`src/rtl/riscv_pkg.sv`:
```
// ----------------------------------------------------------------------------
// riscv_pkg
// Shared constants and types for the instruction-fetch slice.
//   XLEN_DEF      default datapath / address width
//   RESET_PC_DEF  default PC after reset
//   NOP_INSTR_DEF bubble instruction (addi x0,x0,0)
//   fetch_state_t fetch FSM encoding {FETCH, MISS, DISCARD}
// ----------------------------------------------------------------------------
package riscv_pkg;

    localparam int          XLEN_DEF      = 32;
    localparam logic [31:0] RESET_PC_DEF  = 32'h0000_0000;
    localparam logic [31:0] NOP_INSTR_DEF = 32'h0000_0013;

    typedef enum logic [1:0] {
        FETCH   = 2'd0,
        MISS    = 2'd1,
        DISCARD = 2'd2
    } fetch_state_t;

endpackage : riscv_pkg

```
`src/rtl/fetch_ctrl_if_id_reg.sv`:
```
// ----------------------------------------------------------------------------
// if_id_reg
// IF/ID pipeline register. Priority: flush > stall > load > bubble.
// A flush or bubble writes the NOP instruction and clears valid; the PC
// fields keep their last value since they are meaningless while valid=0.
// Ports:
//   clk, rst_n   clock, asynchronous active-low reset
//   flush_i      replace contents with NOP, valid=0
//   stall_i      hold every field
//   load_i       capture instr_i / pc_i as a real instruction
//   instr_i      instruction word from the I-cache
//   pc_i         PC of instr_i
//   instr_o      IF/ID instruction
//   pc_o         IF/ID PC
//   pcplus4_o    IF/ID PC+4
//   valid_o      IF/ID holds a real instruction
// ----------------------------------------------------------------------------
module if_id_reg
    import riscv_pkg::*;
#(
    parameter int          XLEN      = XLEN_DEF,
    parameter logic [31:0] NOP_INSTR = NOP_INSTR_DEF
) (
    input  logic            clk,
    input  logic            rst_n,
    input  logic            flush_i,
    input  logic            stall_i,
    input  logic            load_i,
    input  logic [31:0]     instr_i,
    input  logic [XLEN-1:0] pc_i,
    output logic [31:0]     instr_o,
    output logic [XLEN-1:0] pc_o,
    output logic [XLEN-1:0] pcplus4_o,
    output logic            valid_o
);

    logic [31:0]     instr_d, instr_q;
    logic [XLEN-1:0] pc_d, pc_q;
    logic [XLEN-1:0] pcplus4_d, pcplus4_q;
    logic            valid_d, valid_q;

    // Next-state selection for the IF/ID fields.
    always_comb begin
        instr_d   = instr_q;
        pc_d      = pc_q;
        pcplus4_d = pcplus4_q;
        valid_d   = valid_q;
        if (flush_i) begin
            instr_d = NOP_INSTR;
            valid_d = 1'b0;
        end else if (stall_i) begin
            instr_d   = instr_q;
            valid_d   = valid_q;
        end else if (load_i) begin
            instr_d   = instr_i;
            pc_d      = pc_i;
            pcplus4_d = pc_i + XLEN'(32'd4);
            valid_d   = 1'b1;
        end else begin
            instr_d = NOP_INSTR;
            valid_d = 1'b0;
        end
    end

    // IF/ID storage with asynchronous reset.
    always_ff @(posedge clk or negedge rst_n) begin
        if (!rst_n) begin
            instr_q   <= NOP_INSTR;
            pc_q      <= '0;
            pcplus4_q <= '0;
            valid_q   <= 1'b0;
        end else begin
            instr_q   <= instr_d;
            pc_q      <= pc_d;
            pcplus4_q <= pcplus4_d;
            valid_q   <= valid_d;
        end
    end

    assign instr_o   = instr_q;
    assign pc_o      = pc_q;
    assign pcplus4_o = pcplus4_q;
    assign valid_o   = valid_q;

endmodule : if_id_reg

```
`src/rtl/fetch_ctrl.sv`:
```
// ----------------------------------------------------------------------------
// fetch_ctrl
// IF stage plus IF/ID register. Owns the PC, issues I-cache fetches with a
// hold-until-valid handshake, parks redirects that arrive while a fetch is
// outstanding, and feeds the IF/ID register.
// Ports:
//   clk, rst_n          clock, asynchronous active-low reset
//   stallF, stallD      hazard-unit stalls for PC and IF/ID
//   flushD              squash IF/ID (taken branch / jal)
//   redirect,redirect_pc PC redirect request and target
//   ic_req, ic_addr     fetch request / address to the I-cache
//   ic_valid, ic_rdata  I-cache response (same cycle on hit)
//   miss_stall          fetch is not delivering this cycle
//   pcF                 current fetch PC
//   instrD, pcD, pcplus4D, validD   IF/ID register outputs
// ----------------------------------------------------------------------------
module fetch_ctrl
    import riscv_pkg::*;
#(
    parameter int               XLEN      = XLEN_DEF,
    parameter logic [XLEN-1:0]  RESET_PC  = RESET_PC_DEF,
    parameter logic [31:0]      NOP_INSTR = NOP_INSTR_DEF
) (
    input  logic            clk,
    input  logic            rst_n,
    input  logic            stallF,
    input  logic            stallD,
    input  logic            flushD,
    input  logic            redirect,
    input  logic [XLEN-1:0] redirect_pc,
    output logic            ic_req,
    output logic [XLEN-1:0] ic_addr,
    input  logic            ic_valid,
    input  logic [31:0]     ic_rdata,
    output logic            miss_stall,
    output logic [XLEN-1:0] pcF,
    output logic [31:0]     instrD,
    output logic [XLEN-1:0] pcD,
    output logic [XLEN-1:0] pcplus4D,
    output logic            validD
);

    fetch_state_t    state_q, state_d;
    logic [XLEN-1:0] pc_q, pc_d;
    logic [XLEN-1:0] pend_pc_q, pend_pc_d;
    logic            deliver_s;

    // The request stays up in every state: DISCARD leaves as soon as the
    // stale line returns, so there is never a cycle with nothing to ask for.
    assign ic_req  = 1'b1;
    // The PC only moves when the cache has answered (or on a redirect that
    // coincides with ic_valid), so pcF is also the stable fetch address.
    assign ic_addr = pc_q;
    assign pcF     = pc_q;

    // Stall is raised whenever no word is handed to ID: waiting for the
    // cache, or throwing away a stale line. A hit that closes a miss is a
    // delivery, so an N-cycle miss costs exactly N bubbles.
    assign miss_stall = (state_q == DISCARD) | (ic_req & ~ic_valid);

    // A word reaches ID only when it is valid, not stale, not overtaken by a
    // redirect, and the PC is free to advance past it.
    assign deliver_s = ic_valid & ~redirect & ~stallF & (state_q != DISCARD);

    // FSM, PC and parked-redirect next-state logic.
    always_comb begin
        state_d   = state_q;
        pc_d      = pc_q;
        pend_pc_d = pend_pc_q;

        case (state_q)
            FETCH: begin
                if (ic_valid) begin
                    state_d = FETCH;
                end else if (redirect) begin
                    state_d   = DISCARD;
                    pend_pc_d = redirect_pc;
                end else begin
                    state_d = MISS;
                end
            end
            MISS: begin
                if (ic_valid) begin
                    state_d = FETCH;
                end else if (redirect) begin
                    state_d   = DISCARD;
                    pend_pc_d = redirect_pc;
                end else begin
                    state_d = MISS;
                end
            end
            DISCARD: begin
                if (ic_valid) begin
                    state_d = FETCH;
                end else if (redirect) begin
                    state_d   = DISCARD;
                    pend_pc_d = redirect_pc;
                end else begin
                    state_d = DISCARD;
                end
            end
            default: begin
                state_d = FETCH;
            end
        endcase

        // A redirect may only move the PC once the outstanding request has
        // been answered; otherwise it was parked above.
        if (ic_valid && redirect) begin
            pc_d = redirect_pc;
        end else if (ic_valid && (state_q == DISCARD)) begin
            pc_d = pend_pc_q;
        end else if (stallF) begin
            pc_d = pc_q;
        end else if (miss_stall) begin
            pc_d = pc_q;
        end else begin
            pc_d = pc_q + XLEN'(32'd4);
        end
    end

    // Fetch FSM state, PC and parked redirect target.
    always_ff @(posedge clk or negedge rst_n) begin
        if (!rst_n) begin
            state_q   <= FETCH;
            pc_q      <= RESET_PC;
            pend_pc_q <= '0;
        end else begin
            state_q   <= state_d;
            pc_q      <= pc_d;
            pend_pc_q <= pend_pc_d;
        end
    end

    if_id_reg #(
        .XLEN      (XLEN),
        .NOP_INSTR (NOP_INSTR)
    ) u_if_id (
        .clk       (clk),
        .rst_n     (rst_n),
        .flush_i   (flushD),
        .stall_i   (stallD),
        .load_i    (deliver_s),
        .instr_i   (ic_rdata),
        .pc_i      (pc_q),
        .instr_o   (instrD),
        .pc_o      (pcD),
        .pcplus4_o (pcplus4D),
        .valid_o   (validD)
    );

endmodule : fetch_ctrl

```
`config.mk`:
```
export PLATFORM = sky130hd
export DESIGN_NAME = fetch_ctrl
export DESIGN_NICKNAME = d
export VERILOG_FILES = /design/src/rtl/riscv_pkg.sv /design/src/rtl/fetch_ctrl_if_id_reg.sv /design/src/rtl/fetch_ctrl.sv
export SDC_FILE = /design/constraint.sdc
export NUM_CORES = 1
export LEC_CHECK = 0
export ABC_AREA = 1
export CORE_AREA = 2 2 168 170
export DETAILED_ROUTE_END_ITERATION = 8
export DIE_AREA = 0 0 170 172
export GPL_ROUTABILITY_DRIVEN = 0
export HOLD_SLACK_MARGIN = 0.15
export PLACE_DENSITY = 0.59
export SLEW_MARGIN = 40
export SYNTH_ARGS = -nofsm -noshare
export SYNTH_HDL_FRONTEND = slang
export SYNTH_SLANG_ARGS = --single-unit
```
`constraint.sdc`:
```
create_clock -name clk -period 3.75 [get_ports clk]
set_clock_uncertainty 0.2 [all_clocks]
set_input_delay 0.75 -clock clk [delete_from_list [all_inputs] [get_ports clk]]
set_output_delay 0.75 -clock clk [all_outputs]
set_load 0.03 [all_outputs]
```
After elaboration in Yosys (flattened, before gate mapping)
Index checks and enable logic that the tools add are counted.
Word-level totals
  register bits: 163
  bits in latches: 0
  bits in writable memories: 0
  ROM bits: 0
  input port bits: 71
  output and inout port bits: 163
  logic and storage cells: 45
  memories kept: 0
Cells by class
  add/subtract/negate cells: 1
  multiply operators: 0
  div/mod/pow operators: 0
  order comparisons: 0
  eq/ne operators: 6
  shift operators: 0
  multiplexer cells: 14
  bitwise operators: 9
  reduce and logical (&&, ||, !) cells: 8
Operators by type and width (count)
  $mux 32: 7
  $add 32x3->32 const B: 1
  $mux 2: 3
  $ne 3x1->1 const B: 2
  $reduce_and 3->1: 2
  $not 1->1: 5
  $pmux 2 s2: 1
  $and 1x1->1: 3
  $mux 1: 3
  $reduce_or 3->1: 1
  $eq 2x1->1 const B: 1
  $eq 2x2->1 const B: 1
  $logic_and 1x1->1: 2
  $logic_not 2->1: 1
  $ne 2x1->1 const B: 1
  $ne 2x2->1 const B: 1
  $reduce_and 2->1: 1
  $reduce_or 2->1: 1
  $or 1x1->1: 1

Longest topological paths before layout
Gate-level depths: netlist of the first run.
  word-level depth: 7
  mapped depth: 12
  mapped depth without buffers: 12

Cells and area by module
From an unflattened synthesis of the first run, not the netlist that was laid out.
Unflattened totals
  cells, all modules: 1157
  area total of the unflattened synthesis: 8654.6 um^2
By module, submodules not included
  if_id_reg: times used 1, cells each 511, area an instance 4334.2 um^2
  fetch_ctrl: times used 1, cells each 646, area an instance 4320.4 um^2

Least setup slack after synthesis of the first run
Ideal clock, no wire load.
  path type: input-to-output
  from: input port ic_valid
  to: output port miss_stall
  arrival time: 1.079 ns
  slack: 1.721 ns
  stages on the path: 3
  path buffers: 0
  path through: inv_2 > nor2_1 > inv_1
On the way
  cells in the longest elaborated chain, start to end: 2
RTL lines
  start: declaration: RTL line fetch_ctrl.sv:33  | input logic ic_valid,
  $not 1->1 (no source line)
  $or 1x1->1: RTL line fetch_ctrl.sv:59  | assign miss_stall = (state_q == DISCARD) | (ic_req & ~ic_valid);
  end: declaration: RTL line fetch_ctrl.sv:35  | output logic miss_stall,
Every way passes these cells.

Worst setup path after layout of the first run
Ends and elaborated chain as after synthesis.

==> qor.log, run 1 <==
qor: clock_network.clk_pin_slew 0.06 ns
qor: layout.finalNetCount 1216
qor: synthesis.synth_sequential_area_ratio 51.4%
qor: drt.routed-wl-met2 10900 µm
qor: power.power_report.internal_total 3.84 mW
qor: drt.detail_route.drc_violations 0
qor: worst_setup_path.worst_ep_required_time 2.80 ns
qor: clock_network.cts-root-to-sink-buffers 2
qor: floorplanning.die_width 170 µm
qor: synthesis.syn_inst 954
qor: power.power.share.combinational 33.3%
qor: synthesis.syn-mean-instance-area 8.23 µm²
qor: synthesis.ys_async_sr_fraction 100%
qor: worst_setup_path.setup.worst_path.start_class input port
qor: worst_setup_path.worstPathArrival 2.19 ns
qor: sta.finalMaxSlewViolations 0
qor: drt.vias 6750
qor: sta.relSlewSlack 50.0%
qor: synthesis.yosys_warnings 0
qor: layout.fraction_of_final_layout_cells_with_drive_strength_greater_than_1 7.61%
qor: synthesis.synth_top_area_cell sky130_fd_sc_hd__dfrtp_1
qor: place.hpwlAfterDp 18200 µm
qor: drt.drt-total-wl 24400 µm
qor: sta.timing.final.crit_share 83.8%
qor: worst_setup_path.timing.critical_path.fanout_max 5
qor: sta.grt_setup_unrepaired false
qor: global_routing.track_usage 16.6%
qor: outcome.status completed
qor: power.irDropWorstVdd 0.329 mV
qor: synthesis.number_of_enable_flip_flop_cells_after_synthesis 0
qor: layout.antenna_cells_inserted 0
qor: clock_network.clockRootBuffer sky130_fd_sc_hd__clkbuf_16
qor: worst_setup_path.worst_r2r_startpoint ic_addr[2]
qor: synthesis.synth_area 0.00785 mm²
qor: floorplanning.start_util 28.6%
qor: clock_network.cts_hold_buffers 0
qor: layout.area_growth_syn_to_layout 38.3%
qor: clock_network.post_cts_resized 0
qor: sta.timing.fmax 0.318 GHz
qor: synthesis.dominantRegCellSynth sky130_fd_sc_hd__dfrtp_1
qor: clock_network.clock_sinks 161
qor: drt.detailed_routing_iteration_count_for_the_pre_antenna_repair_pass 6
qor: floorplanning.rows 61
qor: synthesis.synth_most_common_cell sky130_fd_sc_hd__nand2_1
qor: power.cellLeakagePower 5.11 nW
qor: sta.setup_viol_count_final 0
qor: clock_network.cts_post_setup_buffers_inserted 0
qor: drt.first_iter_violations 413
qor: sta.time_the_worst_path_needs_with_i_o_delays_and_setup 3.14 ns
qor: worst_setup_path.criticalPathCategory input port to primary output
qor: floorplanning.io_pins 234
qor: drt.antenna_violating_nets_post_route 0
qor: synthesis.yosys.area.top_type_share 50.4%
qor: floorplanning.fp.dieArea 0.0292 mm²
qor: clock_network.worst_skew_pair.late_latency 0.42 ns
qor: worst_setup_path.r2r_setup_slack 1.51 ns
qor: global_routing.grt_pass1_wl 36900 µm
qor: drt.met3_wirelength 1210 µm
qor: power.switching_power 2.23 mW
qor: drt.vias_per_cell 4.49
qor: worst_setup_path.cp-end-kind primary output
qor: min_path.hold_path.class input port to asynchronous set/reset pin
qor: synthesis.list_of_most_frequent_post_synthesis_cells sky130_fd_sc_hd__nand2_1, sky130_fd_sc_hd__dfrtp_1, sky130_fd_sc_hd__inv_1
qor: layout.num-fill-cells 2794
qor: sta.totalNegativeSetupSlack 0 ns
qor: clock_network.ctsHtreeMaxLevel 4
qor: global_routing.grt_antenna_before_repair 0
qor: clock_network.tritoncts done
qor: power.cellPowerDensity 559 mW/mm²
qor: drt.post_drt_wl_per_cell 16.2 µm
qor: synthesis.ys_seq_elements 161
qor: global_routing.grt_pass1_vias 6303
qor: floorplanning.fp.coreArea 0.0275 mm²
qor: global_routing.grt_start_max_net_pins 71
qor: drt.maxUsedRoutingLayer met4
qor: clock_network.tritoncts.num_buffers 17
qor: drt.routed_length_on_met1 11400 µm
qor: sta.tightest_slew 0.750 ns
qor: power.fraction_of_power_consumed_by_the_clock_network 28.8%
qor: synthesis.mappedNetlistNets 1026
qor: synthesis.synth.top_cells.by_area sky130_fd_sc_hd__dfrtp_1, sky130_fd_sc_hd__nand2_1, sky130_fd_sc_hd__inv_1
qor: power.share_seq_of_total_power 37.9%
qor: place.buffer_ports.inserted 232
qor: global_routing.global_route.overflow_total 0
qor: sta.fin_worst_hold_slack 0.142 ns
qor: sta.timing.final.hold_violations 0
qor: power.switching_share 36.8%
qor: run.number_of_maximum_capacitance_violations 0
qor: worst_setup_path.worst_setup_path_startpoint ic_valid
qor: synthesis.synthDistinctLibCells 33
qor: floorplanning.die-height 172 µm
[metal layers]
metal	vias up	track usage [%]
met5	-	0
met4	0	7.47
met3	41	2.84
met2	206	25.7
met1	3133	22.9
li1	3370	-
[layout by cell type (no fill, tap or decap), types with 2 or more instances in the layout]
master                            synthesis  final
sky130_fd_sc_hd__dfstp_2                  3      3
sky130_fd_sc_hd__clkbuf_1                14      2
sky130_fd_sc_hd__clkdlybuf4s50_1          0    231
sky130_fd_sc_hd__nand3_1                 33     32
sky130_fd_sc_hd__inv_2                    7      7
sky130_fd_sc_hd__a31oi_1                  8      8
sky130_fd_sc_hd__clkbuf_16                0     17
sky130_fd_sc_hd__bufinv_16                0      2
sky130_fd_sc_hd__clkinvlp_4               0      6
sky130_fd_sc_hd__nor2_1                  41     40
sky130_fd_sc_hd__o21ai_1                 13     13
sky130_fd_sc_hd__xor2_1                  11     11
sky130_fd_sc_hd__dfrtp_1                158    158
sky130_fd_sc_hd__nand2_1                356    356
sky130_fd_sc_hd__nor2_2                   3      4
sky130_fd_sc_hd__clkbuf_8                 0      2
sky130_fd_sc_hd__o22a_1                   3      3
sky130_fd_sc_hd__buf_4                   41     15
sky130_fd_sc_hd__nor2_4                   9      9
sky130_fd_sc_hd__a21oi_1                 26     26
sky130_fd_sc_hd__clkinv_4                 0      2
sky130_fd_sc_hd__inv_1                   85     85
sky130_fd_sc_hd__o21ai_0                 60     60
sky130_fd_sc_hd__xor2_2                   3      3
sky130_fd_sc_hd__o211ai_1                 9      9
sky130_fd_sc_hd__mux2_2                   5      5
sky130_fd_sc_hd__a22o_1                  29     29
sky130_fd_sc_hd__and2_1                   2      2
sky130_fd_sc_hd__nand2_2                  6      6
[power by group through the flow]
| stage | sequential, mW | combinational [mW] | clock [mW] |
|---|---|---|---|
| floorplan | 2.74 | 0.716 | 0 |
| global placement | 2.32 | 2.03 | 0 |
| detailed placement | 2.34 | 2.03 | 0 |
| CTS | 2.30 | 2.04 | 1.79 |
| global route | 2.34 | 2.16 | 1.85 |
| finish | 2.30 | 2.02 | 1.75 |
[flip-flops by register name, summed over array words and instances (netlist names)]
signal             cells
ic_addr               32
state_q                2
u_if_id.pc_o          30
u_if_id.pcplus4_o     32
u_if_id.instr_o       32
u_if_id.valid_o        1
pend_pc_q             32
[final timing paths]
check	depth (start not counted)	end
max in group asynchronous	2	u_if_id.instr_o[1]
worst max-delay path	5	miss_stall
worst max register to register	10	ic_addr[16]
worst min-delay path	1	u_if_id.instr_o[30]
min in group clk	2	u_if_id.pcplus4_o[13]
worst min register to register	2	u_if_id.pcplus4_o[13]
[kinds of logic (layout without fill, tap and decap cells)]
logic type	Yosys count	after routing	synth area share (%)
multiplexers	5	5	0.717
buffers and inverters	169	372	10.5
AND/OR/NAND/NOR	453	453	23.6
adder cells (fa/ha/maj)	1	1	0.159
flip-flops	161	161	51.4
other	1	1	0.0478
AO/OA/AOI/OAI	149	149	11.6
XOR/XNOR	15	15	1.96
[final cells by class]
type	instances	area, µm²	share of cell area [%]
multi-input combinational	624	3000	27.6
clock inverter	11	131	1.21
clock buffer	21	460	4.24
tap	346	433	3.99
inverter	92	345	3.18
sequential	161	4030	37.1
timing repair buffer	248	2460	22.6
[critical path, stage by stage]
cell	delay, ns
sky130_fd_sc_hd__clkdlybuf4s50_1	0.48
sky130_fd_sc_hd__inv_2	0.16
sky130_fd_sc_hd__nor2_1	0.06
sky130_fd_sc_hd__inv_1	0.07
sky130_fd_sc_hd__clkdlybuf4s50_1	0.67
[stage by stage]
step,area [µm²],setup WS (ns),util (%),power (mW),cells
2_1_floorplan,7850,1.72,-,3.45,954
3_3_place_gp,10300,0.613,37.4,4.35,1471
3_5_place_dp,10300,0.601,37.4,4.37,1471
4_1_cts,10900,0.600,39.5,6.14,1503
5_1_grt,10900,0.570,39.5,6.36,1503
6_report,10900,0.606,39.5,6.07,1503
Power figures use the tool's default switching activity.
==> run 2: changes to the inputs <==
- clock period: 3.75 -> 3.3 ns (I/O delays scaled with it)
==> qor.log, run 2 (synthesized netlist as in run 1, its figures left out) <==
qor: clock_network.tritoncts.num_buffers 17 [unchanged]
qor: layout.layout.cells.most_common sky130_fd_sc_hd__nand2_1 [unchanged]
qor: global_routing.grt.met2_usage 26.7% [was 25.7%]
qor: clock_network.ctsHtreeMaxLevel 4 [unchanged]
qor: floorplanning.rows 61 [unchanged]
qor: worst_setup_path.cpMaxStageDelayCell sky130_fd_sc_hd__clkdlybuf4s50_1 [unchanged]
qor: global_routing.grt_start_max_net_pins 66 [was 71]
qor: global_routing.track_usage 17.0% [was 16.6%]
qor: global_routing.grt_pass1_vias 6537 [was 6303]
qor: layout.num-fill-cells 2777 [was 2794]
qor: global_routing.grt_util_met1 23.1% [was 22.9%]
qor: sta.grt_setup_unrepaired false [unchanged]
qor: floorplanning.start_util 28.6% [unchanged]
qor: sta.setup_viol_count_final 0 [unchanged]
qor: power.power 7.19 mW [was 6.07 mW]
qor: floorplanning.fp.dieArea 0.0292 mm² [unchanged]
qor: global_routing.global_route.overflow_total 0 [unchanged]
qor: clock_network.cts_post_setup_buffers_inserted 0 [unchanged]
qor: worst_setup_path.timing.critical_path.cells clkdlybuf4s50_1, inv_2, nor2_1, inv_1, clkdlybuf4s50_1 [unchanged]
qor: clock_network.clk_pin_slew 0.06 ns [about the same]
qor: sta.totalNegativeSetupSlack 0 ns [unchanged]
qor: drt.detail_route.drc_violations 0 [unchanged]
qor: run.number_of_maximum_capacitance_violations 0 [unchanged]
qor: worst_setup_path.worstPathArrival 2.09 ns [was 2.19 ns]
qor: power.irDropWorstVdd 0.359 mV [was 0.329 mV]
qor: worst_setup_path.crit_path_frequent_cell sky130_fd_sc_hd__clkdlybuf4s50_1 [unchanged]
qor: sta.timing.fmax 0.339 GHz
qor: clock_network.cts-root-to-sink-buffers 2 [unchanged]
qor: layout.antenna_cells_inserted 0 [unchanged]
qor: worst_setup_path.cp-end-kind primary output [unchanged]
qor: clock_network.clockRootBuffer sky130_fd_sc_hd__clkbuf_16 [unchanged]
qor: floorplanning.die-height 172 µm [unchanged]
qor: min_path.hold_path.class register to register [was input port to asynchronous set/reset pin]
qor: layout.postLayoutCoreUtil 39.9% [was 39.5%]
qor: layout.fraction_of_final_layout_cells_with_drive_strength_greater_than_1 7.69% [was 7.61%]
qor: worst_setup_path.worst_r2r_startpoint ic_addr[2] [unchanged]
qor: sta.time_the_worst_path_needs_with_i_o_delays_and_setup 2.95 ns
qor: sta.timing.final.hold_violations 0 [unchanged]
qor: layout.finalNetCount 1217 [was 1216]
qor: drt.vias 6747 [was 6750]
qor: global_routing.busiest_layer met2 [unchanged]
qor: worst_setup_path.timing.critical_path.fanout_max 5 [unchanged]
qor: drt.drt-total-wl 24700 µm [was 24400 µm]
qor: place.buffer_ports.inserted 232 [unchanged]
qor: layout.mostFrequentLayoutCells sky130_fd_sc_hd__nand2_1, sky130_fd_sc_hd__clkdlybuf4s50_1, sky130_fd_sc_hd__dfrtp_1, sky130_fd_sc_hd__inv_1, sky130_fd_sc_hd__o21ai_0 [unchanged]
qor: worst_setup_path.criticalPathCategory input port to primary output [unchanged]
qor: worst_setup_path.cp_slowest_stage_delay 0.66 ns [was 0.67 ns]
qor: drt.first_iter_violations 428 [was 413]
qor: drt.post_drt_wl_per_cell 16.4 µm [was 16.2 µm]
qor: outcome.status completed [unchanged]
qor: global_routing.grt_antenna_before_repair 0 [unchanged]
qor: sta.finalMaxSlewViolations 0 [unchanged]
qor: drt.antenna_violating_nets_post_route 0 [unchanged]
qor: drt.vias_per_cell 4.49 [about the same]
qor: min_path.min-delay-start u_if_id.pcplus4_o[26]
qor: clock_network.clock_sinks 161 [unchanged]
qor: sta.worst_slack 0.354 ns [was 0.606 ns]
qor: sta.tightest_slew 0.736 ns [was 0.750 ns]
qor: floorplanning.die_width 170 µm [unchanged]
qor: floorplanning.io_pins 234 [unchanged]
qor: clock_network.worst_skew_pair.late_latency 0.42 ns [about the same]
qor: worst_setup_path.worst_ep_required_time 2.44 ns [was 2.80 ns]
qor: place.hpwlAfterDp 18200 µm [about the same]
qor: global_routing.grt_pass1_wl 37800 µm [was 36900 µm]
qor: floorplanning.fp.coreArea 0.0275 mm² [unchanged]
qor: sta.relSlewSlack 50.8% [was 50.0%]
qor: place.place_worst_setup_slack 0.342 ns [was 0.601 ns]
qor: global_routing.gr_layer_usage_met3 3.85% [was 2.84%]
qor: clock_network.tritoncts done [unchanged]
qor: drt.detailed_routing_iteration_count_for_the_pre_antenna_repair_pass 6 [unchanged]
qor: worst_setup_path.worst_setup_path_startpoint ic_valid [unchanged]
qor: worst_setup_path.setup.worst_path.start_class input port [unchanged]
qor: layout.area_growth_syn_to_layout 39.7% [was 38.3%]
qor: sta.timing.final.crit_share 89.3%
qor: power.cellPowerDensity 655 mW/mm² [was 559 mW/mm²]
qor: power.cellLeakagePower 5.18 nW [was 5.11 nW]
qor: sta.fin_worst_hold_slack 0.281 ns [was 0.142 ns]
run 2: cell types whose count changed in the layout (fill, tap and decap cells not counted):
cell	previous run	this run
sky130_fd_sc_hd__clkinvlp_4	6	0
sky130_fd_sc_hd__bufinv_16	2	6
sky130_fd_sc_hd__clkinv_4	2	5
sky130_fd_sc_hd__clkbuf_8	2	1
sky130_fd_sc_hd__inv_6	1	0
sky130_fd_sc_hd__clkinv_2	0	2
sky130_fd_sc_hd__dlygate4sd3_1	0	1
sky130_fd_sc_hd__buf_4	15	14
sky130_fd_sc_hd__buf_12	1	2
sky130_fd_sc_hd__clkbuf_1	2	1
run 2: area by class of cell:
type	instances	area, µm²	share of cell area (%)
clock buffer	19	443	4.04
clock inverter	13	234	2.13
inverter	92	345	3.15
multi-input combinational	624	3000	27.4
sequential	161	4030	36.8
tap	346	433	3.95
timing repair buffer	249	2480	22.6
run 2: timing repair:
action / in CTS / in global routing
hold buffers: 1 / 0
endpoints found under the hold margin: 62 / 0
resized for setup: 0 / 0
run 2: worst paths after layout:
kind                                    endpoint  slack (ns)  cells past startpoint
setup reg to reg                     ic_addr[12]        1.02                     10
hold / removal             u_if_id.pcplus4_o[26]        0.28                      2
hold reg to reg            u_if_id.pcplus4_o[26]        0.28                      2
max in group asynchronous     u_if_id.instr_o[4]        1.43                      3
min in group asynchronous    u_if_id.instr_o[27]        0.60                      2
setup / recovery                      miss_stall        0.35                      5
run 2: per-stage QoR:
stage / instance area (µm²) / cells
final: 11000 / 1504
after global routing: 11000 / 1504
after CTS: 11000 / 1504
after detailed placement: 10300 / 1471
after global placement: 10300 / 1471
after floorplan: 7850 / 954
run 2: power by group:
group,switching [mW],total (mW),internal [mW]
combinational,1.40,2.31,0.907
clock,0.816,2.26,1.44
sequential,0.319,2.62,2.30
total,2.54,7.19,4.65
run 2: worst max-delay path: cells and delay by family:
family | cells | cell delay, ns
buffers and inverters | 4 | 1.36
and+or+nand+nor | 1 | 0.06
run 2: metal layers:
layer,wire [µm],vias to the layer above
met5,0,-
met4,607,0
met3,1360,27
met2,11200,200
met1,11500,3155
li1,-,3365
